## src/rtl/game_ctrl_if.sv

```systemverilog
// Signal bundle between the Saper game sequencer and the button, board, setup and mine blocks.
interface game_ctrl_if;
  logic [2:0] btn_level;
  logic       restart;
  logic       setup_done;
  logic [5:0] mines;
  logic [8:0] board_cells;
  logic       reveal_pulse;
  logic       explode;
  logic       flag_set;
  logic       flag_clr;
  logic [1:0] level_out;
  logic       setup_start;
  logic       enable_game;
  logic       input_en;
  logic       flag_ok;
  logic [5:0] flags_left;
  logic [8:0] revealed_cnt;
  logic [9:0] time_sec;
  logic       game_won;
  logic       game_over;

  modport master (
    output btn_level, restart, setup_done, mines, board_cells, reveal_pulse, explode,
           flag_set, flag_clr,
    input  level_out, setup_start, enable_game, input_en, flag_ok, flags_left, revealed_cnt,
           time_sec, game_won, game_over
  );

  modport slave (
    input  btn_level, restart, setup_done, mines, board_cells, reveal_pulse, explode,
           flag_set, flag_clr,
    output level_out, setup_start, enable_game, input_en, flag_ok, flags_left, revealed_cnt,
           time_sec, game_won, game_over
  );
endinterface

```

## src/rtl/game_ctrl.sv

```systemverilog
// Saper game sequencer: level latch, setup trigger, flag/reveal/timer tracking, win/loss.
// Optional GAME_CTRL_TIME_LIMIT_EN: reaching TIMER_MAX during play loses the game.
module game_ctrl #(
  parameter int unsigned CLK_FREQ  = 65_000_000,
  parameter int unsigned TIMER_MAX = 999
) (
  input logic        clk,
  input logic        rst,
  game_ctrl_if.slave bus
);
  localparam int unsigned PsW = (CLK_FREQ > 1) ? $clog2(CLK_FREQ) : 1;
  localparam logic [PsW-1:0] PsLast = PsW'(CLK_FREQ - 1);
  localparam logic [9:0] TimeMax = 10'(TIMER_MAX);

  typedef enum logic [2:0] {StIdle, StSetup, StPlay, StWon, StLost} state_e;

  state_e         state_q, state_d;
  logic [1:0]     level_q, level_d;
  logic [PsW-1:0] presc_q, presc_d;
  logic [9:0]     time_q, time_d;
  logic [8:0]     revealed_q, revealed_d;
  logic [5:0]     flags_q, flags_d;
  logic           setup_start_q, setup_start_d;
  logic           flag_ok_q, flag_ok_d;
  logic           enable_game_q, enable_game_d;
  logic           input_en_q, input_en_d;
  logic           won_q, won_d;
  logic           over_q, over_d;
  logic [8:0]     rev_inc;
  logic           win, timeout;

  always_comb begin
    state_d       = state_q;
    level_d       = level_q;
    presc_d       = presc_q;
    time_d        = time_q;
    revealed_d    = revealed_q;
    flags_d       = flags_q;
    setup_start_d = 1'b0;
    flag_ok_d     = 1'b0;
    rev_inc       = (revealed_q == 9'd511) ? revealed_q : revealed_q + 9'd1;
    win           = 1'b0;
    timeout       = 1'b0;

    unique case (state_q)
      StIdle: begin
        presc_d    = '0;
        time_d     = '0;
        revealed_d = '0;
        flags_d    = '0;
        if (bus.btn_level != 3'b000) begin
          level_d       = {bus.btn_level[1] | bus.btn_level[0],
                           bus.btn_level[2] | bus.btn_level[0]};
          setup_start_d = 1'b1;
          state_d       = StSetup;
        end
      end
      StSetup: begin
        if (bus.restart) begin
          state_d = StIdle;
        end else if (bus.setup_done) begin
          flags_d = bus.mines;
          state_d = StPlay;
        end
      end
      StPlay: begin
        if (bus.restart) begin
          state_d = StIdle;
        end else begin
          if (presc_q == PsLast) begin
            presc_d = '0;
            if (time_q != TimeMax) time_d = time_q + 10'd1;
          end else begin
            presc_d = presc_q + PsW'(1);
          end
          timeout = (time_d == TimeMax) && (time_q != TimeMax);

          // Simultaneous set and clear cancel out.
          if (bus.flag_set && !bus.flag_clr) begin
            if (flags_q != 6'd0) begin
              flags_d   = flags_q - 6'd1;
              flag_ok_d = 1'b1;
            end
          end else if (bus.flag_clr && !bus.flag_set && flags_q != bus.mines) begin
            flags_d = flags_q + 6'd1;
          end

          if (bus.reveal_pulse) begin
            revealed_d = rev_inc;
            win        = (rev_inc == bus.board_cells - {3'b000, bus.mines});
          end

          if (bus.explode) begin
            state_d = StLost;
          end else if (win) begin
            state_d = StWon;
          end else if (timeout) begin
`ifdef GAME_CTRL_TIME_LIMIT_EN
            state_d = StLost;
`else
            state_d = StPlay;
`endif
          end
        end
      end
      StWon, StLost: begin
        if (bus.restart) state_d = StIdle;
      end
      default: state_d = StIdle;
    endcase

    // Leaving for IDLE drops every counter; only the level survives a restart.
    if (state_d == StIdle) begin
      presc_d    = '0;
      time_d     = '0;
      revealed_d = '0;
      flags_d    = '0;
    end

    enable_game_d = (state_d != StIdle);
    input_en_d    = (state_d == StPlay);
    won_d         = (state_d == StWon);
    over_d        = (state_d == StLost);
  end

  always_ff @(posedge clk) begin
    if (rst) begin
      state_q       <= StIdle;
      level_q       <= '0;
      presc_q       <= '0;
      time_q        <= '0;
      revealed_q    <= '0;
      flags_q       <= '0;
      setup_start_q <= 1'b0;
      flag_ok_q     <= 1'b0;
      enable_game_q <= 1'b0;
      input_en_q    <= 1'b0;
      won_q         <= 1'b0;
      over_q        <= 1'b0;
    end else begin
      state_q       <= state_d;
      level_q       <= level_d;
      presc_q       <= presc_d;
      time_q        <= time_d;
      revealed_q    <= revealed_d;
      flags_q       <= flags_d;
      setup_start_q <= setup_start_d;
      flag_ok_q     <= flag_ok_d;
      enable_game_q <= enable_game_d;
      input_en_q    <= input_en_d;
      won_q         <= won_d;
      over_q        <= over_d;
    end
  end

  assign bus.level_out    = level_q;
  assign bus.setup_start  = setup_start_q;
  assign bus.enable_game  = enable_game_q;
  assign bus.input_en     = input_en_q;
  assign bus.flag_ok      = flag_ok_q;
  assign bus.flags_left   = flags_q;
  assign bus.revealed_cnt = revealed_q;
  assign bus.time_sec     = time_q;
  assign bus.game_won     = won_q;
  assign bus.game_over    = over_q;
endmodule
```

## src/flat_wrapper.sv

```systemverilog
// flat-port wrapper written by rule: the top's interface ports become plain ports
module game_ctrl_flat 
#(
  parameter int unsigned CLK_FREQ  = 65_000_000,
  parameter int unsigned TIMER_MAX = 999
)
  (clk, rst, bus_btn_level, bus_restart, bus_setup_done, bus_mines, bus_board_cells, bus_reveal_pulse, bus_explode, bus_flag_set, bus_flag_clr, bus_level_out, bus_setup_start, bus_enable_game, bus_input_en, bus_flag_ok, bus_flags_left, bus_revealed_cnt, bus_time_sec, bus_game_won, bus_game_over);
  game_ctrl_if bus_i ();
  input logic clk;
  input logic rst;
  input wire logic [$bits(bus_i.btn_level)-1:0] bus_btn_level;
  input wire logic [$bits(bus_i.restart)-1:0] bus_restart;
  input wire logic [$bits(bus_i.setup_done)-1:0] bus_setup_done;
  input wire logic [$bits(bus_i.mines)-1:0] bus_mines;
  input wire logic [$bits(bus_i.board_cells)-1:0] bus_board_cells;
  input wire logic [$bits(bus_i.reveal_pulse)-1:0] bus_reveal_pulse;
  input wire logic [$bits(bus_i.explode)-1:0] bus_explode;
  input wire logic [$bits(bus_i.flag_set)-1:0] bus_flag_set;
  input wire logic [$bits(bus_i.flag_clr)-1:0] bus_flag_clr;
  output wire logic [$bits(bus_i.level_out)-1:0] bus_level_out;
  output wire logic [$bits(bus_i.setup_start)-1:0] bus_setup_start;
  output wire logic [$bits(bus_i.enable_game)-1:0] bus_enable_game;
  output wire logic [$bits(bus_i.input_en)-1:0] bus_input_en;
  output wire logic [$bits(bus_i.flag_ok)-1:0] bus_flag_ok;
  output wire logic [$bits(bus_i.flags_left)-1:0] bus_flags_left;
  output wire logic [$bits(bus_i.revealed_cnt)-1:0] bus_revealed_cnt;
  output wire logic [$bits(bus_i.time_sec)-1:0] bus_time_sec;
  output wire logic [$bits(bus_i.game_won)-1:0] bus_game_won;
  output wire logic [$bits(bus_i.game_over)-1:0] bus_game_over;
  assign bus_i.btn_level = bus_btn_level;
  assign bus_i.restart = bus_restart;
  assign bus_i.setup_done = bus_setup_done;
  assign bus_i.mines = bus_mines;
  assign bus_i.board_cells = bus_board_cells;
  assign bus_i.reveal_pulse = bus_reveal_pulse;
  assign bus_i.explode = bus_explode;
  assign bus_i.flag_set = bus_flag_set;
  assign bus_i.flag_clr = bus_flag_clr;
  assign bus_level_out = bus_i.level_out;
  assign bus_setup_start = bus_i.setup_start;
  assign bus_enable_game = bus_i.enable_game;
  assign bus_input_en = bus_i.input_en;
  assign bus_flag_ok = bus_i.flag_ok;
  assign bus_flags_left = bus_i.flags_left;
  assign bus_revealed_cnt = bus_i.revealed_cnt;
  assign bus_time_sec = bus_i.time_sec;
  assign bus_game_won = bus_i.game_won;
  assign bus_game_over = bus_i.game_over;
  game_ctrl #(.CLK_FREQ(CLK_FREQ), .TIMER_MAX(TIMER_MAX)) u_core (.clk(clk), .rst(rst), .bus(bus_i));
endmodule
```

## config.mk

```make
export PLATFORM = sky130hd
export DESIGN_NAME = game_ctrl_flat
export DESIGN_NICKNAME = d
export VERILOG_FILES = /design/src/rtl/game_ctrl_if.sv /design/src/rtl/game_ctrl.sv /design/src/flat_wrapper.sv
export SDC_FILE = /design/constraint.sdc
export NUM_CORES = 1
export LEC_CHECK = 0
export BUFFER_PORTS_ARGS = -buffer_cell sky130_fd_sc_hd__clkbuf_2
export CELL_PAD_IN_SITES_DETAIL_PLACEMENT = 1
export CELL_PAD_IN_SITES_GLOBAL_PLACEMENT = 1
export CORE_UTILIZATION = 45
export DETAILED_ROUTE_END_ITERATION = 16
export PLACE_DENSITY_LB_ADDON = 0.05
export RECOVER_POWER = 50
export SETUP_SLACK_MARGIN = 0.1
export SLEW_MARGIN = 10
export SYNTH_ARGS = -nofsm -noshare
export SYNTH_HDL_FRONTEND = slang
export SYNTH_SLANG_ARGS = --single-unit
```

## constraint.sdc

```tcl
create_clock -name clk -period 6.5 [get_ports clk]
set_input_delay 0.975 -clock clk [delete_from_list [all_inputs] [get_ports clk]]
set_output_delay 0.975 -clock clk [all_outputs]
set_load 0.03 [all_outputs]
```

==> results of run 1 <==
-- Yosys cell counts (4+ instances only) --
master	number
sky130_fd_sc_hd__or3_1	7
sky130_fd_sc_hd__nand4_1	11
sky130_fd_sc_hd__a221oi_1	5
sky130_fd_sc_hd__dfxtp_1	62
sky130_fd_sc_hd__nor2_1	53
sky130_fd_sc_hd__clkbuf_1	16
sky130_fd_sc_hd__mux2i_1	5
sky130_fd_sc_hd__a21oi_1	38
sky130_fd_sc_hd__nor2b_1	12
sky130_fd_sc_hd__nand3b_1	5
sky130_fd_sc_hd__ha_1	14
sky130_fd_sc_hd__nand2_1	45
sky130_fd_sc_hd__o21ai_0	22
sky130_fd_sc_hd__and3_1	6
sky130_fd_sc_hd__xnor2_1	19
sky130_fd_sc_hd__nor3_1	30
sky130_fd_sc_hd__a21o_1	4
sky130_fd_sc_hd__a31oi_1	8
sky130_fd_sc_hd__inv_1	18
sky130_fd_sc_hd__nand3_1	9
sky130_fd_sc_hd__xor2_1	20
-- stage by stage --
step                power (mW)  hold WS, ps  utilization
detailed placement       0.554          457        0.505
global route              1.01          504        0.529
global placement         0.549          442        0.505
floorplan                0.510          448            -
finish                   0.970          457        0.529
CTS                      0.979          466        0.535
-- registers in the layout, summed over array words and instances, names as in the netlist --
register and cells:
u_core.bus.game_over 1, u_core.bus.game_won 1, u_core.bus.flags_left 6, u_core.state_q 3
u_core.bus.level_out 2, u_core.bus.enable_game 1, u_core.bus.setup_start 1, u_core.bus.time_sec 10
u_core.bus.flag_ok 1, u_core.bus.input_en 1, u_core.bus.revealed_cnt 9, u_core.presc_q 26
-- cell usage in the layout (no fill, tap or decap), drive strengths merged, types with 3 or more instances in the layout --
master | synthesis | routed
ha | 14 | 14
a211o | 3 | 3
nor2b | 12 | 12
inv | 18 | 18
o21ai | 23 | 23
and4 | 3 | 3
nand2 | 46 | 46
nand3 | 9 | 9
or3 | 7 | 7
a21oi | 38 | 38
clkinv | 0 | 3
a221oi | 5 | 5
bufinv | 0 | 3
nor4 | 3 | 3
dfxtp | 62 | 62
nand4 | 11 | 11
o31ai | 3 | 3
a211oi | 3 | 3
nand4b | 3 | 3
clkbuf | 16 | 68
or4 | 4 | 4
nor3 | 31 | 31
a22oi | 4 | 4
xor2 | 20 | 20
a21o | 4 | 4
or2 | 3 | 3
nand3b | 5 | 5
a31oi | 8 | 8
mux2i | 5 | 5
and3 | 6 | 6
nor3b | 4 | 4
xnor2 | 19 | 19
nor2 | 53 | 53
-- routing by layer --
layer | share of wire | vias up | global-route usage
met2 | 0.50 | 65 | 0.455
met4 | 0.013 | 0 | 0.0718
met3 | 0.032 | 13 | 0.0480
met1 | 0.46 | 1801 | 0.318
li1 | - | 1811 | -
met5 | 0 | - | 0
-- worst min path at each step --
stage | start | endpoint | slack, ps | cells after the start
final | u_core.bus.level_out[1]$_SDFFE_PP0P_ | u_core.bus.level_out[1]$_SDFFE_PP0P_ | 460 | 2
after global routing | u_core.bus.level_out[1]$_SDFFE_PP0P_ | u_core.bus.level_out[1]$_SDFFE_PP0P_ | 500 | 2
after CTS | u_core.bus.level_out[1]$_SDFFE_PP0P_ | u_core.bus.level_out[1]$_SDFFE_PP0P_ | 470 | 2
after detailed placement | u_core.bus.level_out[1]$_SDFFE_PP0P_ | u_core.bus.level_out[1]$_SDFFE_PP0P_ | 460 | 2
after global placement | u_core.bus.level_out[1]$_SDFFE_PP0P_ | u_core.bus.level_out[1]$_SDFFE_PP0P_ | 440 | 2
after floorplan | u_core.presc_q[24]$_SDFFE_PP0P_ | u_core.presc_q[24]$_SDFFE_PP0P_ | 450 | 1
-- where the power goes --
group | switching [mW] | total (mW) | internal [mW]
sequential | 0.0101 | 0.397 | 0.387
combinational | 0.0895 | 0.146 | 0.0562
clock | 0.163 | 0.428 | 0.265
-- logic make-up after synthesis --
kind of cell,count (synthesis),share of synthesized area
buf+inv,37,0.0372
simple gates,205,0.278
mux,5,0.0133
compound gates,111,0.189
flops,62,0.329
fa+ha+maj,16,0.0571
xor+xnor,40,0.0966
-- worst register-to-register path: cells and delay by family, from the launching register on --
| family | cells | cell delay [ps] |
|---|---|---|
| and+or+nand+nor | 3 | 1730 |
| DFF | 1 | 590 |
| AOI/OAI and AO/OA | 2 | 560 |
| buffers and inverters | 1 | 150 |
-- area by class of cell --
class,count,area (um2),area share
clock inverter,6,109,0.0252
inverter,18,67.6,0.0156
sequential,62,1240,0.287
tap,105,131,0.0304
clock buffer,10,138,0.0318
timing repair buffer,59,254,0.0587
multi-input combinational,377,2390,0.552
==> results.rst, run 1 <==
.. list-table::
   :header-rows: 1

   * - Metric
     - Value
   * - Design area
     - 4330 um2
   * - Synth unique cells
     - 61
   * - Area contributors post-synth
     - sky130_fd_sc_hd__dfxtp_1 (33%), sky130_fd_sc_hd__nor2_1 (5.3%), sky130_fd_sc_hd__a21oi_1 (5.0%), sky130_fd_sc_hd__ha_1 (4.6%), sky130_fd_sc_hd__xor2_1 (4.6%)
   * - Dominant cell type by count on the critical path
     - sky130_fd_sc_hd__nor3_1
   * - Setup TNS
     - 0 ps
   * - Total of flip-flops plus latches after synthesis
     - between 60 and 70
   * - GRT Residual Overflow
     - 0
   * - Capturing point of the worst reg2reg path
     - u_core.presc_q[24]$_SDFFE_PP0P_
   * - Power density over the cells
     - 224 nW/um2
   * - Diodes inserted
     - 0
   * - Die span in x
     - 93.5 um
   * - R2R depth
     - 6
   * - Final setup fails
     - 0
   * - Pin count of the biggest net entering global routing
     - 41
   * - Overall track demand over capacity in global routing
     - 0.257
   * - Slowest stage delay, CP
     - 1230 ps
   * - Failing checks
     - max-capacitance violations, max-slew violations
   * - Reported max-cap violation count
     - 1
   * - Clock Tree Buf Depth
     - 2
   * - GPL Wtd Cong
     - 0.813
   * - First-pass iteration count of the detailed router
     - 4
   * - ANT nets after route
     - 0
   * - Setup crit start
     - bus_btn_level[1]
   * - Share of the clock period used by the worst path after layout
     - 0.511
   * - EDFF count, synth
     - 0
   * - Hold-fix buffers at CTS
     - 0
   * - Number of instances in the synthesized netlist
     - 476
   * - Fill count
     - 1053
   * - NumNets Final
     - 569
   * - Critical path capture point
     - u_core.presc_q[10]$_SDFFE_PP0P_
   * - Num ports
     - 59
   * - Worst setup SP type
     - input port
   * - Fraction of synthesis flops using an asynchronous set or reset pin
     - 0
   * - Number of I/O port buffers
     - 58
   * - Commonest register cell after synthesis
     - sky130_fd_sc_hd__dfxtp_1
   * - Clock root buffer
     - sky130_fd_sc_hd__clkbuf_8
   * - Worst Setup Slack, final
     - 3180 ps
   * - Kind of cell adding the most delay to the critical path
     - compound AO/OA/AOI/OAI gates
   * - Worst-path fanout max
     - 40
   * - Crit path DAT
     - approximately 3500 ps
   * - Chip height
     - 93.5 um
   * - Clock network latency to the later pin of the worst-skew pair
     - between 300 and 400 ps
   * - Setup Slack @ Placement
     - 3170 ps
   * - Maximum resistive drop on vdd
     - 0.102 mV
   * - Share of post-route cells with drive strength above 1
     - 0.0977
   * - Drt first-iter violations
     - 109
   * - Time the worst path needs with I/O delays and setup
     - 3320 ps
   * - Worst-case headroom to the max-slew limit
     - -0.0659
   * - Status
     - finished, violations left
   * - Routed via count
     - 3690
   * - Detailed Route WL
     - 10.7 mm
   * - Final instance count without filler cells
     - 637
   * - Starting utilization of the core area
     - 0.461
   * - Kind of capture point of the worst setup path
     - flop
   * - Number of hold violations in the final report
     - 0
   * - H-Tree Level Count
     - 3
   * - Number of DRC violations after detailed routing
     - 0
   * - Total cell area at the placement stage
     - just over 4000 um2
   * - Data required, critical path
     - 6710 ps
   * - Internal reg-to-reg setup slack
     - 3360 ps
   * - Sequential area share after synthesis
     - 0.329
   * - Clock transition at the registers of the reported paths
     - 70 ps
   * - Cell-by-cell listing of the critical path
     - clkbuf_1, nor3_1, nor3_1, a21oi_1, or2_2, a31o_1, inv_1, nand2_1, nor2_1
   * - Clock Skews
     - 11.5 ps
   * - Cell type with the largest total area after synthesis
     - sky130_fd_sc_hd__dfxtp_1
   * - Number of buffers and inverters on the critical path
     - 2
   * - TritonCTS Buffers
     - 9
   * - Fraction of post-synthesis cell area in the top cell type by area
     - 0.329
   * - Area overhead of the layout relative to synthesis
     - 14.8%
   * - Clock tree from TritonCTS
     - built
   * - Average wire length per cell after detail routing
     - 16.9 um
   * - Post_cts resized
     - 0
   * - Setup repair after global routing missed its margin
     - no
   * - CP max-delay cell
     - sky130_fd_sc_hd__a31o_1
   * - Start-to-end type of the worst setup path
     - input port to flop
   * - Cell Count Post-Placement
     - 621
   * - Vias per cell
     - between 5 and 6
   * - Full die area
     - 8750 um2
   * - Leak
     - 1.63 nW
   * - Core Footprint
     - 8180 um2
   * - Synth warnings
     - 0
   * - DP HPWL
     - 8.00 mm
   * - Number of rows in the core area
     - 33
   * - Clock sink count
     - 62
   * - Class of the worst hold path
     - flop to flop
   * - Max-slew violation count
     - 41
   * - Highest Clock Rate
     - about 300 MHz
   * - Avg Cell Area, Syn
     - 7.92 um2
   * - Initial antenna violation count
     - 0
   * - Beginning of the worst register-to-register path
     - u_core.state_q[1]$_SDFF_PP0_
   * - Post-synth net total
     - 518
   * - Vias in the first global route
     - 3728
   * - Tightest Pin Transition
     - 1600 ps
   * - Number of stages on the worst setup path
     - 9
   * - Cell Area, Synth
     - 3770 um2
   * - Global-route wire length before repair
     - 17.7 mm
   * - Post-CTS setup repair buffer count
     - 0
Note: power is estimated with default switching activity, not from simulation.
==> run 2: changes to the inputs <==
--- a/config.mk
+++ b/config.mk
@@ -5,10 +5,11 @@
 export SDC_FILE = /design/constraint.sdc
 export NUM_CORES = 1
 export LEC_CHECK = 0
+export ABC_AREA = 1
 export BUFFER_PORTS_ARGS = -buffer_cell sky130_fd_sc_hd__clkbuf_2
 export CELL_PAD_IN_SITES_DETAIL_PLACEMENT = 1
 export CELL_PAD_IN_SITES_GLOBAL_PLACEMENT = 1
-export CORE_UTILIZATION = 45
+export CORE_UTILIZATION = 41
 export DETAILED_ROUTE_END_ITERATION = 16
 export PLACE_DENSITY_LB_ADDON = 0.05
 export RECOVER_POWER = 50
==> constraint.sdc (replaced) <==
create_clock -name clk -period 3.3 [get_ports clk]
set_input_delay 0.495 -clock clk [delete_from_list [all_inputs] [get_ports clk]]
set_output_delay 0.495 -clock clk [all_outputs]
set_load 0.03 [all_outputs]
==> run 2 against run 1 <==
The run now ends clean. Register-to-register slack got worse by 2900 ps. Global-route usage fell by 0.80 points. Combinational power rose by 110%. Non-clock buffer count rose by 6. Clock skew rose by 0.96 ps. Sequential power is 94% higher. Flip-flop and latch count unchanged. Die area rose by 32%. Total power rose by 89%. Via count up 31%. Synthesized area increased by 21%. Critical path type is now flop to flop.
==> results.rst, run 2 <==
.. list-table::
   :header-rows: 1

   * - Metric
     - Value
   * - Biggest register
     - u_core.presc_q (unchanged)
   * - Post_cts resized
     - 0 (unchanged)
   * - Fill count
     - 1527 (was 1053)
   * - Worst setup SP type
     - flop (was input port)
   * - Highest metal layer with signal wires
     - met4 (unchanged)
   * - Full die area
     - 11600 um2 (was 8750 um2)
   * - TritonCTS Buffers
     - 9 (unchanged)
   * - Number of instances in the synthesized netlist
     - 727 (was 476)
   * - Cell Area, Synth
     - 4560 um2 (was 3770 um2)
   * - Drt first-iter violations
     - 126 (was 109)
   * - Setup repair after global routing missed its margin
     - no (unchanged)
   * - Detailed-routed wire length on met2
     - 7.07 mm (was 5.33 mm)
   * - Top library cells by usage in the layout, fill and taps aside
     - sky130_fd_sc_hd__nand2_1 (166), sky130_fd_sc_hd__nor2_1 (117), sky130_fd_sc_hd__inv_1 (117), sky130_fd_sc_hd__dfxtp_1 (62), sky130_fd_sc_hd__nand3_1 (50) (was sky130_fd_sc_hd__dfxtp_1 (62), sky130_fd_sc_hd__nor2_1 (53), sky130_fd_sc_hd__nand2_1 (45), sky130_fd_sc_hd__a21oi_1 (38), sky130_fd_sc_hd__clkbuf_1 (35))
   * - Clock tree from TritonCTS
     - built (unchanged)
   * - Capturing point of the worst reg2reg path
     - u_core.presc_q[24]$_SDFFE_PP0P_ (unchanged)
   * - Sequential area share after synthesis
     - 0.272 (was 0.329)
   * - Clock network latency to the later pin of the worst-skew pair
     - 350 ps (was 340 ps)
   * - Reported max-cap violation count
     - 0 (was 1)
   * - Hold-fix buffers at CTS
     - 0 (unchanged)
   * - Synthesized-area fraction occupied by ao, oa, aoi and oai cells
     - 0.117 (was 0.189)
   * - ANT nets after route
     - 0 (unchanged)
   * - Critical path capture point
     - u_core.presc_q[24]$_SDFFE_PP0P_ (was u_core.presc_q[10]$_SDFFE_PP0P_)
   * - Area fraction in and, or, nand and nor cells after synthesis
     - 0.402 (was 0.278)
   * - Num ports
     - 59 (unchanged)
   * - Most common cell in the netlist
     - sky130_fd_sc_hd__nand2_1 (was sky130_fd_sc_hd__dfxtp_1)
   * - Share of the clock period used by the worst path after layout
     - 0.864
   * - Post-CTS setup repair buffer count
     - 0 (unchanged)
   * - Clock root buffer
     - sky130_fd_sc_hd__clkbuf_8 (unchanged)
   * - Core Footprint
     - 10800 um2 (was 8180 um2)
   * - NumNets Final
     - 834 (was 569)
   * - Routed via count
     - 4822 (was 3690)
   * - Fraction of synthesis flops using an asynchronous set or reset pin
     - 0 (unchanged)
   * - Setup TNS
     - 0 ps (unchanged)
   * - Vias per cell
     - 5.15 (was 5.79)
   * - DP HPWL
     - 11.1 mm (was 8.00 mm)
   * - Highest Clock Rate
     - 351 MHz
   * - Adder-cell share of the synthesized area
     - 0.0472 (was 0.0571)
   * - Cell type with the largest total area after synthesis
     - sky130_fd_sc_hd__dfxtp_1 (unchanged)
   * - First-pass iteration count of the detailed router
     - 4 (unchanged)
   * - Share of post-route cells with drive strength above 1
     - 0.105 (was 0.0977)
   * - Number of hold violations in the final report
     - 0 (unchanged)
   * - Number of I/O port buffers
     - 58 (unchanged)
   * - Data required, critical path
     - 3530 ps (was 6710 ps)
   * - Detailed Route WL
     - 13.8 mm (was 10.7 mm)
   * - Worst-path fanout max
     - 22 (was 40)
   * - Maximum resistive drop on vdd
     - 0.267 mV (was 0.102 mV)
   * - Start-to-end type of the worst setup path
     - flop to flop (was input port to flop)
   * - Post-synth net total
     - 769 (was 518)
   * - Avg Cell Area, Syn
     - 6.27 um2 (was 7.92 um2)
   * - Clock transition at the registers of the reported paths
     - 70 ps (about the same)
   * - Area contributors post-synth
     - sky130_fd_sc_hd__dfxtp_1 (27%), sky130_fd_sc_hd__nand2_1 (14%), sky130_fd_sc_hd__inv_1 (9.5%), sky130_fd_sc_hd__nor2_1 (9.5%), sky130_fd_sc_hd__nand3_1 (5.5%) (was sky130_fd_sc_hd__dfxtp_1 (33%), sky130_fd_sc_hd__nor2_1 (5.3%), sky130_fd_sc_hd__a21oi_1 (5.0%), sky130_fd_sc_hd__ha_1 (4.6%), sky130_fd_sc_hd__xor2_1 (4.6%))
   * - GPL Wtd Cong
     - 0.852 (was 0.813)
   * - Total of flip-flops plus latches after synthesis
     - 62 (unchanged)
   * - EDFF count, synth
     - 0 (unchanged)
   * - Starting utilization of the core area
     - 0.421 (was 0.461)
   * - Worst-case headroom to the max-slew limit
     - 0.582 (was -0.0659)
   * - Routed wire length on met3
     - 280 um (was 345 um)
   * - Average wire length per cell after detail routing
     - 14.7 um (was 16.9 um)
   * - Pin count of the biggest net entering global routing
     - 23 (was 41)
   * - Vias in the first global route
     - 4920 (was 3728)
   * - Number of DRC violations after detailed routing
     - 0 (unchanged)
   * - Number of flip-flops in the largest register
     - 26 (unchanged)
   * - Setup crit start
     - u_core.presc_q[0]$_SDFFE_PP0P_ (was bus_btn_level[1])
   * - Sum of internal, switching and leakage power
     - 1.84 mW (was 970 uW)
   * - Wire length on met1
     - 6.30 mm (was 4.93 mm)
   * - Synth warnings
     - 0 (unchanged)
   * - Final setup fails
     - 0 (unchanged)
   * - Clock sink count
     - 62 (unchanged)
   * - Clock Skews
     - 12.4 ps (was 11.5 ps)
   * - GRT Residual Overflow
     - 0 (unchanged)
   * - Initial antenna violation count
     - 0 (unchanged)
   * - Number of rows in the core area
     - 38 (was 33)
   * - Commonest register cell after synthesis
     - sky130_fd_sc_hd__dfxtp_1 (unchanged)
   * - Most common library cell in the layout ignoring fill and taps
     - sky130_fd_sc_hd__nand2_1 (was sky130_fd_sc_hd__dfxtp_1)
   * - Crit path DAT
     - 3090 ps (was 3540 ps)
   * - Leak
     - 2.16 nW (was 1.63 nW)
   * - Die span in x
     - 107 um (was 93.5 um)
   * - Dominant combinational cell family by area after synthesis
     - simple AND/OR/NAND/NOR gates (unchanged)
   * - Multiplexer share of the synthesized area
     - 0 (was 0.0133)
   * - Post-synthesis share of cell area spent on xor and xnor gates
     - 0.0403 (was 0.0966)
   * - Beginning of the worst register-to-register path
     - u_core.presc_q[0]$_SDFFE_PP0P_ (was u_core.state_q[1]$_SDFF_PP0_)
   * - Most numerous cell types in the synthesized netlist
     - sky130_fd_sc_hd__nand2_1 (165), sky130_fd_sc_hd__inv_1 (116), sky130_fd_sc_hd__nor2_1 (115) (was sky130_fd_sc_hd__dfxtp_1 (62), sky130_fd_sc_hd__nor2_1 (53), sky130_fd_sc_hd__nand2_1 (45))
   * - Status
     - complete, no violations (was finished, violations left)
   * - Global-route wire length before repair
     - 22.8 mm (was 17.7 mm)
   * - Diodes inserted
     - 0 (unchanged)
   * - Max-slew violation count
     - 0 (was 41)
   * - Fraction of post-synthesis cell area in the top cell type by area
     - 0.272 (was 0.329)
   * - Tightest Pin Transition
     - 624 ps (was 1600 ps)
   * - Time the worst path needs with I/O delays and setup
     - approximately 2900 ps
   * - Overall track demand over capacity in global routing
     - 0.249 (was 0.257)
   * - Synth unique cells
     - 48 (was 61)
   * - Clock Tree Buf Depth
     - 2 (unchanged)
   * - R2R depth
     - 19 (was 6)
   * - Chip height
     - 107 um (was 93.5 um)
   * - H-Tree Level Count
     - 3 (unchanged)
   * - Area overhead of the layout relative to synthesis
     - 12.9% (was 14.8%)
   * - Power density over the cells
     - 357 nW/um2 (was 224 nW/um2)
   * - Internal reg-to-reg setup slack
     - 450 ps (was 3360 ps)
   * - Final cell utilization of the core
     - 0.475 (was 0.529)
   * - Class of the worst hold path
     - input port to flop (was flop to flop)
   * - Kind of capture point of the worst setup path
     - flop (unchanged)
==> run 2: per-stage QoR <==
step	worst slack (ps)	cells	instance area [um2]	hold WS, ps
floorplan	849	727	4560	516
global placement	506	921	4990	450
detailed placement	318	921	4990	461
CTS	505	937	5210	426
global route	143	937	5150	438
finish	448	937	5150	436
==> run 2: how the worst min path moves through the flow <==
| stage | from | end | slack (ps) | depth (start not counted) |
|---|---|---|---|---|
| 3_5_place_dp | u_core.bus.level_out[1]$_SDFFE_PP0P_ | u_core.bus.level_out[1]$_SDFFE_PP0P_ | 460 | 2 |
| 5_1_grt | rst | u_core.bus.level_out[1]$_SDFFE_PP0P_ | 440 | 2 |
| 6_report | rst | u_core.bus.level_out[1]$_SDFFE_PP0P_ | 440 | 2 |
| 4_1_cts | rst | u_core.bus.level_out[1]$_SDFFE_PP0P_ | 430 | 2 |
| 2_1_floorplan | u_core.presc_q[21]$_SDFFE_PP0P_ | u_core.presc_q[21]$_SDFFE_PP0P_ | 520 | 2 |
| 3_3_place_gp | u_core.bus.level_out[0]$_SDFFE_PP0P_ | u_core.bus.level_out[0]$_SDFFE_PP0P_ | 450 | 2 |
==> run 2: cells by family after synthesis <==
logic type | after synthesis
buffers and inverters | 131
AND/OR/NAND/NOR | 408
AO/OA/AOI/OAI | 89
flip-flops | 62
XOR/XNOR | 21
adder cells (fa/ha/maj) | 16
==> run 2: metal layers <==
layer | global-route usage | up-vias
li1 | - | 2459
met1 | 0.296 | 2302
met2 | 0.462 | 50
met3 | 0.0412 | 11
met4 | 0.0597 | 0
met5 | 0 | -
==> run 2: critical path: stages (launching register included) <==
cell,delay (ps)
sky130_fd_sc_hd__dfxtp_1,380
sky130_fd_sc_hd__ha_1,220
sky130_fd_sc_hd__nand3_1,160
sky130_fd_sc_hd__inv_1,90
sky130_fd_sc_hd__nand2_1,70
sky130_fd_sc_hd__nor2_2,260
sky130_fd_sc_hd__nand2_4,150
sky130_fd_sc_hd__nand2_1,90
sky130_fd_sc_hd__nand2_1,70
sky130_fd_sc_hd__nor2_1,160
sky130_fd_sc_hd__nand2_1,70
sky130_fd_sc_hd__nor2_1,90
sky130_fd_sc_hd__nand2_1,80
sky130_fd_sc_hd__nand2_1,70
sky130_fd_sc_hd__nand2_1,50
sky130_fd_sc_hd__nand2_1,70
sky130_fd_sc_hd__nand4_1,140
sky130_fd_sc_hd__nand2_4,240
sky130_fd_sc_hd__buf_12,220
sky130_fd_sc_hd__nor2_1,60
==> run 2: cell type report <==
cell class / instances / area, um2 / area share
Multi-Input combinational cell: 534 / 2740 / 0.533
Clock inverter: 5 / 82.6 / 0.0160
Timing Repair Buffer: 65 / 314 / 0.0610
Inverter: 120 / 450 / 0.0875
Tap cell: 140 / 175 / 0.0340
Sequential cell: 62 / 1240 / 0.241
Clock buffer: 11 / 141 / 0.0275
==> run 2: power by group <==
group | switching [mW] | leakage, nW | total (mW) | internal (mW)
Combinational | 0.207 | 1.55 | 0.305 | 0.0985
Sequential | 0.0125 | 0.501 | 0.772 | 0.759
Clock | 0.313 | 0.113 | 0.760 | 0.447
Total | 0.532 | 2.16 | 1.84 | 1.31
==> run 3: changes to the inputs <==
--- a/config.mk
+++ b/config.mk
@@ -9,7 +9,7 @@
 export BUFFER_PORTS_ARGS = -buffer_cell sky130_fd_sc_hd__clkbuf_2
 export CELL_PAD_IN_SITES_DETAIL_PLACEMENT = 1
 export CELL_PAD_IN_SITES_GLOBAL_PLACEMENT = 1
-export CORE_UTILIZATION = 41
+export CORE_UTILIZATION = 44
 export DETAILED_ROUTE_END_ITERATION = 16
 export PLACE_DENSITY_LB_ADDON = 0.05
 export RECOVER_POWER = 50
==> constraint.sdc (replaced) <==
create_clock -name clk -period 3.42 [get_ports clk]
set_input_delay 0.513 -clock clk [delete_from_list [all_inputs] [get_ports clk]]
set_output_delay 0.513 -clock clk [all_outputs]
set_load 0.03 [all_outputs]
==> run 3 against run 2 <==
Cell area is 0.17% lower. Worst hold slack better by 25 ps. Register-to-register slack better by 20 ps. Cell count is 0.85% lower. Fmax is 3.4% lower. Non-clock buffer count is 1 lower. Core utilization is 4.4 points higher. Sequential power is 3.5% lower. Sequential share of layout area hardly changed. Clock-buffer cell count is 2 higher. Critical path type unchanged. Critical endpoint is now u_core.presc_q[15]$_SDFFE_PP0P_.
==> results.rst, run 3 (synthesis gave the netlist of run 2 again) <==
.. list-table::
   :header-rows: 1

   * - Metric
     - Value
   * - Num ports
     - 59 (unchanged)
   * - Most common library cell in the layout ignoring fill and taps
     - sky130_fd_sc_hd__nand2_1 (unchanged)
   * - Routed wire length on met3
     - 321 um (was 280 um)
   * - TritonCTS Buffers
     - 9 (unchanged)
   * - Biggest register
     - u_core.presc_q (unchanged)
   * - Clock transition at the registers of the reported paths
     - 70 ps (about the same)
   * - Number of flip-flops in the largest register
     - 26 (unchanged)
   * - Global-route wire length before repair
     - 23.5 mm (was 22.8 mm)
   * - Clock sink count
     - 62 (unchanged)
   * - Final setup fails
     - 0 (unchanged)
   * - Post_cts resized
     - 0 (unchanged)
   * - Time the worst path needs with I/O delays and setup
     - 2950 ps (was 2850 ps)
   * - Max-slew violation count
     - 0 (unchanged)
   * - Full die area
     - 10800 um2 (was 11600 um2)
   * - Worst-path fanout max
     - 21 (was 22)
   * - Core Footprint
     - 9910 um2 (was 10800 um2)
   * - Origin of the worst min-delay path
     - u_core.bus.level_out[1]$_SDFFE_PP0P_ (was rst)
   * - Initial antenna violation count
     - 0 (unchanged)
   * - Highest Clock Rate
     - 339 MHz (was 351 MHz)
   * - Clock Tree Buf Depth
     - 2 (unchanged)
   * - Top library cells by usage in the layout, fill and taps aside
     - sky130_fd_sc_hd__nand2_1 (165), sky130_fd_sc_hd__nor2_1 (117), sky130_fd_sc_hd__inv_1 (117), sky130_fd_sc_hd__dfxtp_1 (62), sky130_fd_sc_hd__nand3_1 (50) (was sky130_fd_sc_hd__nand2_1 (166), sky130_fd_sc_hd__nor2_1 (117), sky130_fd_sc_hd__inv_1 (117), sky130_fd_sc_hd__dfxtp_1 (62), sky130_fd_sc_hd__nand3_1 (50))
   * - Start-to-end type of the worst setup path
     - flop to flop (unchanged)
   * - DP HPWL
     - 11.0 mm (was 11.1 mm)
   * - Drt first-iter violations
     - 168 (was 126)
   * - Leak
     - 2.16 nW (about the same)
   * - Vias in the first global route
     - 5063 (was 4920)
   * - Share of the clock period used by the worst path after layout
     - 0.864 (about the same)
   * - Tightest Pin Transition
     - 603 ps (was 624 ps)
   * - R2R depth
     - 11 (was 19)
   * - Average wire length per cell after detail routing
     - 14.7 um (about the same)
   * - Setup repair after global routing missed its margin
     - no (unchanged)
   * - Data required, critical path
     - 3700 ps (was 3530 ps)
   * - Clock root buffer
     - sky130_fd_sc_hd__clkbuf_8 (unchanged)
   * - Reported max-cap violation count
     - 0 (unchanged)
   * - First-pass iteration count of the detailed router
     - 4 (unchanged)
   * - Number of DRC violations after detailed routing
     - 0 (unchanged)
   * - Slowest stage delay, CP
     - 450 ps (was 380 ps)
   * - Clock Skews
     - 9.01 ps (was 12.4 ps)
   * - Power density over the cells
     - 351 nW/um2 (was 357 nW/um2)
   * - Overall track demand over capacity in global routing
     - 0.264 (was 0.249)
   * - Beginning of the worst register-to-register path
     - u_core.state_q[1]$_SDFF_PP0_ (was u_core.presc_q[0]$_SDFFE_PP0P_)
   * - Routed via count
     - 4825 (was 4822)
   * - Internal reg-to-reg setup slack
     - 470 ps (was 450 ps)
   * - Share of post-route cells with drive strength above 1
     - 0.106 (was 0.105)
   * - Number of hold violations in the final report
     - 0 (unchanged)
   * - Detailed Route WL
     - 13.7 mm (was 13.8 mm)
   * - CP max-delay cell
     - sky130_fd_sc_hd__dfxtp_1 (unchanged)
   * - Dominant cell type by count on the critical path
     - sky130_fd_sc_hd__inv_1 (was sky130_fd_sc_hd__nand2_1)
   * - Pin count of the biggest net entering global routing
     - 22 (was 23)
   * - Starting utilization of the core area
     - 0.460 (was 0.421)
   * - Post-CTS setup repair buffer count
     - 0 (unchanged)
   * - Final cell utilization of the core
     - 0.519 (was 0.475)
   * - Number of rows in the core area
     - 36 (was 38)
   * - Setup TNS
     - 0 ps (unchanged)
   * - Worst setup SP type
     - flop (unchanged)
   * - Highest metal layer with signal wires
     - met4 (unchanged)
   * - Die span in x
     - 104 um (was 107 um)
   * - Number of I/O port buffers
     - 58 (unchanged)
   * - Hold-fix buffers at CTS
     - 0 (unchanged)
   * - Cell-by-cell listing of the critical path
     - inv_1, nor2_1, inv_1, nor2_1, inv_1, o21ai_0, inv_1, nand4_1, nand2_4, buf_4, nor2_1 (was ha_1, nand3_1, inv_1, nand2_1, nor2_2, nand2_4, nand2_1, nand2_1, nor2_1, nand2_1, nor2_1, nand2_1, nand2_1, nand2_1, nand2_1, nand4_1, nand2_4, buf_12, nor2_1)
   * - Chip height
     - 104 um (was 107 um)
   * - Kind of capture point of the worst setup path
     - flop (unchanged)
   * - Wire length on met1
     - 6.64 mm (was 6.30 mm)
   * - Area overhead of the layout relative to synthesis
     - 12.7% (was 12.9%)
   * - Clock tree from TritonCTS
     - built (unchanged)
   * - Number of cells on the worst hold path
     - 2 (unchanged)
   * - H-Tree Level Count
     - 3 (unchanged)
   * - Crit path DAT
     - 3240 ps (was 3090 ps)
   * - NumNets Final
     - 833 (was 834)
   * - GRT Residual Overflow
     - 0 (unchanged)
   * - Vias per cell
     - 5.19 (was 5.15)
   * - Capturing point of the worst reg2reg path
     - u_core.presc_q[15]$_SDFFE_PP0P_ (was u_core.presc_q[24]$_SDFFE_PP0P_)
   * - GPL Wtd Cong
     - 0.878 (was 0.852)
   * - Detailed-routed wire length on met2
     - 6.47 mm (was 7.07 mm)
   * - Fill count
     - 1431 (was 1527)
   * - Worst-case headroom to the max-slew limit
     - 0.597 (was 0.582)
   * - Status
     - complete, no violations (unchanged)
   * - Maximum resistive drop on vdd
     - 0.251 mV (was 0.267 mV)
   * - ANT nets after route
     - 0 (unchanged)
   * - Class of the worst hold path
     - flop to flop (was input port to flop)
   * - Clock network latency to the later pin of the worst-skew pair
     - 350 ps (about the same)
   * - Diodes inserted
     - 0 (unchanged)
   * - Capture endpoint of the worst hold path
     - u_core.bus.level_out[1]$_SDFFE_PP0P_ (unchanged)
## run 3: critical path: cells and delay by family, from the launching register on
kind / cells / cell delay, ps
flops: 1 / 450
simple gates: 5 / 1150
compound gates: 1 / 250
buf+inv: 5 / 1050
## run 3: through the flow
stage	area [um2]	worst slack (ps)	instances	hold WS (ps)	total power, mW
after floorplan	4560	951	727	516	0.977
after global placement	4970	538	913	448	1.05
after detailed placement	4970	371	913	455	1.06
after CTS	5210	586	929	466	1.82
final	5140	466	929	462	1.80
after global routing	5140	175	929	487	1.89
## run 3: final cells by class
| class | count | area, um2 | share of cell area |
|---|---|---|---|
| clock buffers | 13 | 169 | 0.0329 |
| flip-flops and latches | 62 | 1240 | 0.241 |
| multi-input cells | 534 | 2740 | 0.533 |
| inverters | 120 | 450 | 0.0876 |
| well taps | 133 | 166 | 0.0324 |
| clock inverters | 3 | 65.1 | 0.0127 |
| repair buffers | 64 | 307 | 0.0596 |
## run 3: routing by layer
metal	global-route usage	up-vias
met1	0.337	2277
met5	0	-
met4	0.0776	0
li1	-	2454
met3	0.0359	23
met2	0.460	71
## run 3: where the power goes
group          internal, mW  switching, mW
registers             0.733         0.0119
clock network         0.470          0.293
logic                0.0922          0.202
total                  1.29          0.507
## run 3: worst max-delay path by stage
stage,depth (start not counted),from,end
after global routing,12,u_core.state_q[1]$_SDFF_PP0_,u_core.presc_q[15]$_SDFFE_PP0P_
after CTS,19,u_core.presc_q[0]$_SDFFE_PP0P_,u_core.presc_q[15]$_SDFFE_PP0P_
after floorplan,21,bus_board_cells[0],u_core.bus.time_sec[1]$_SDFFE_PP0P_
after global placement,21,bus_board_cells[0],u_core.presc_q[15]$_SDFFE_PP0P_
after detailed placement,21,bus_board_cells[0],u_core.presc_q[15]$_SDFFE_PP0P_
final,11,u_core.state_q[1]$_SDFF_PP0_,u_core.presc_q[15]$_SDFFE_PP0P_
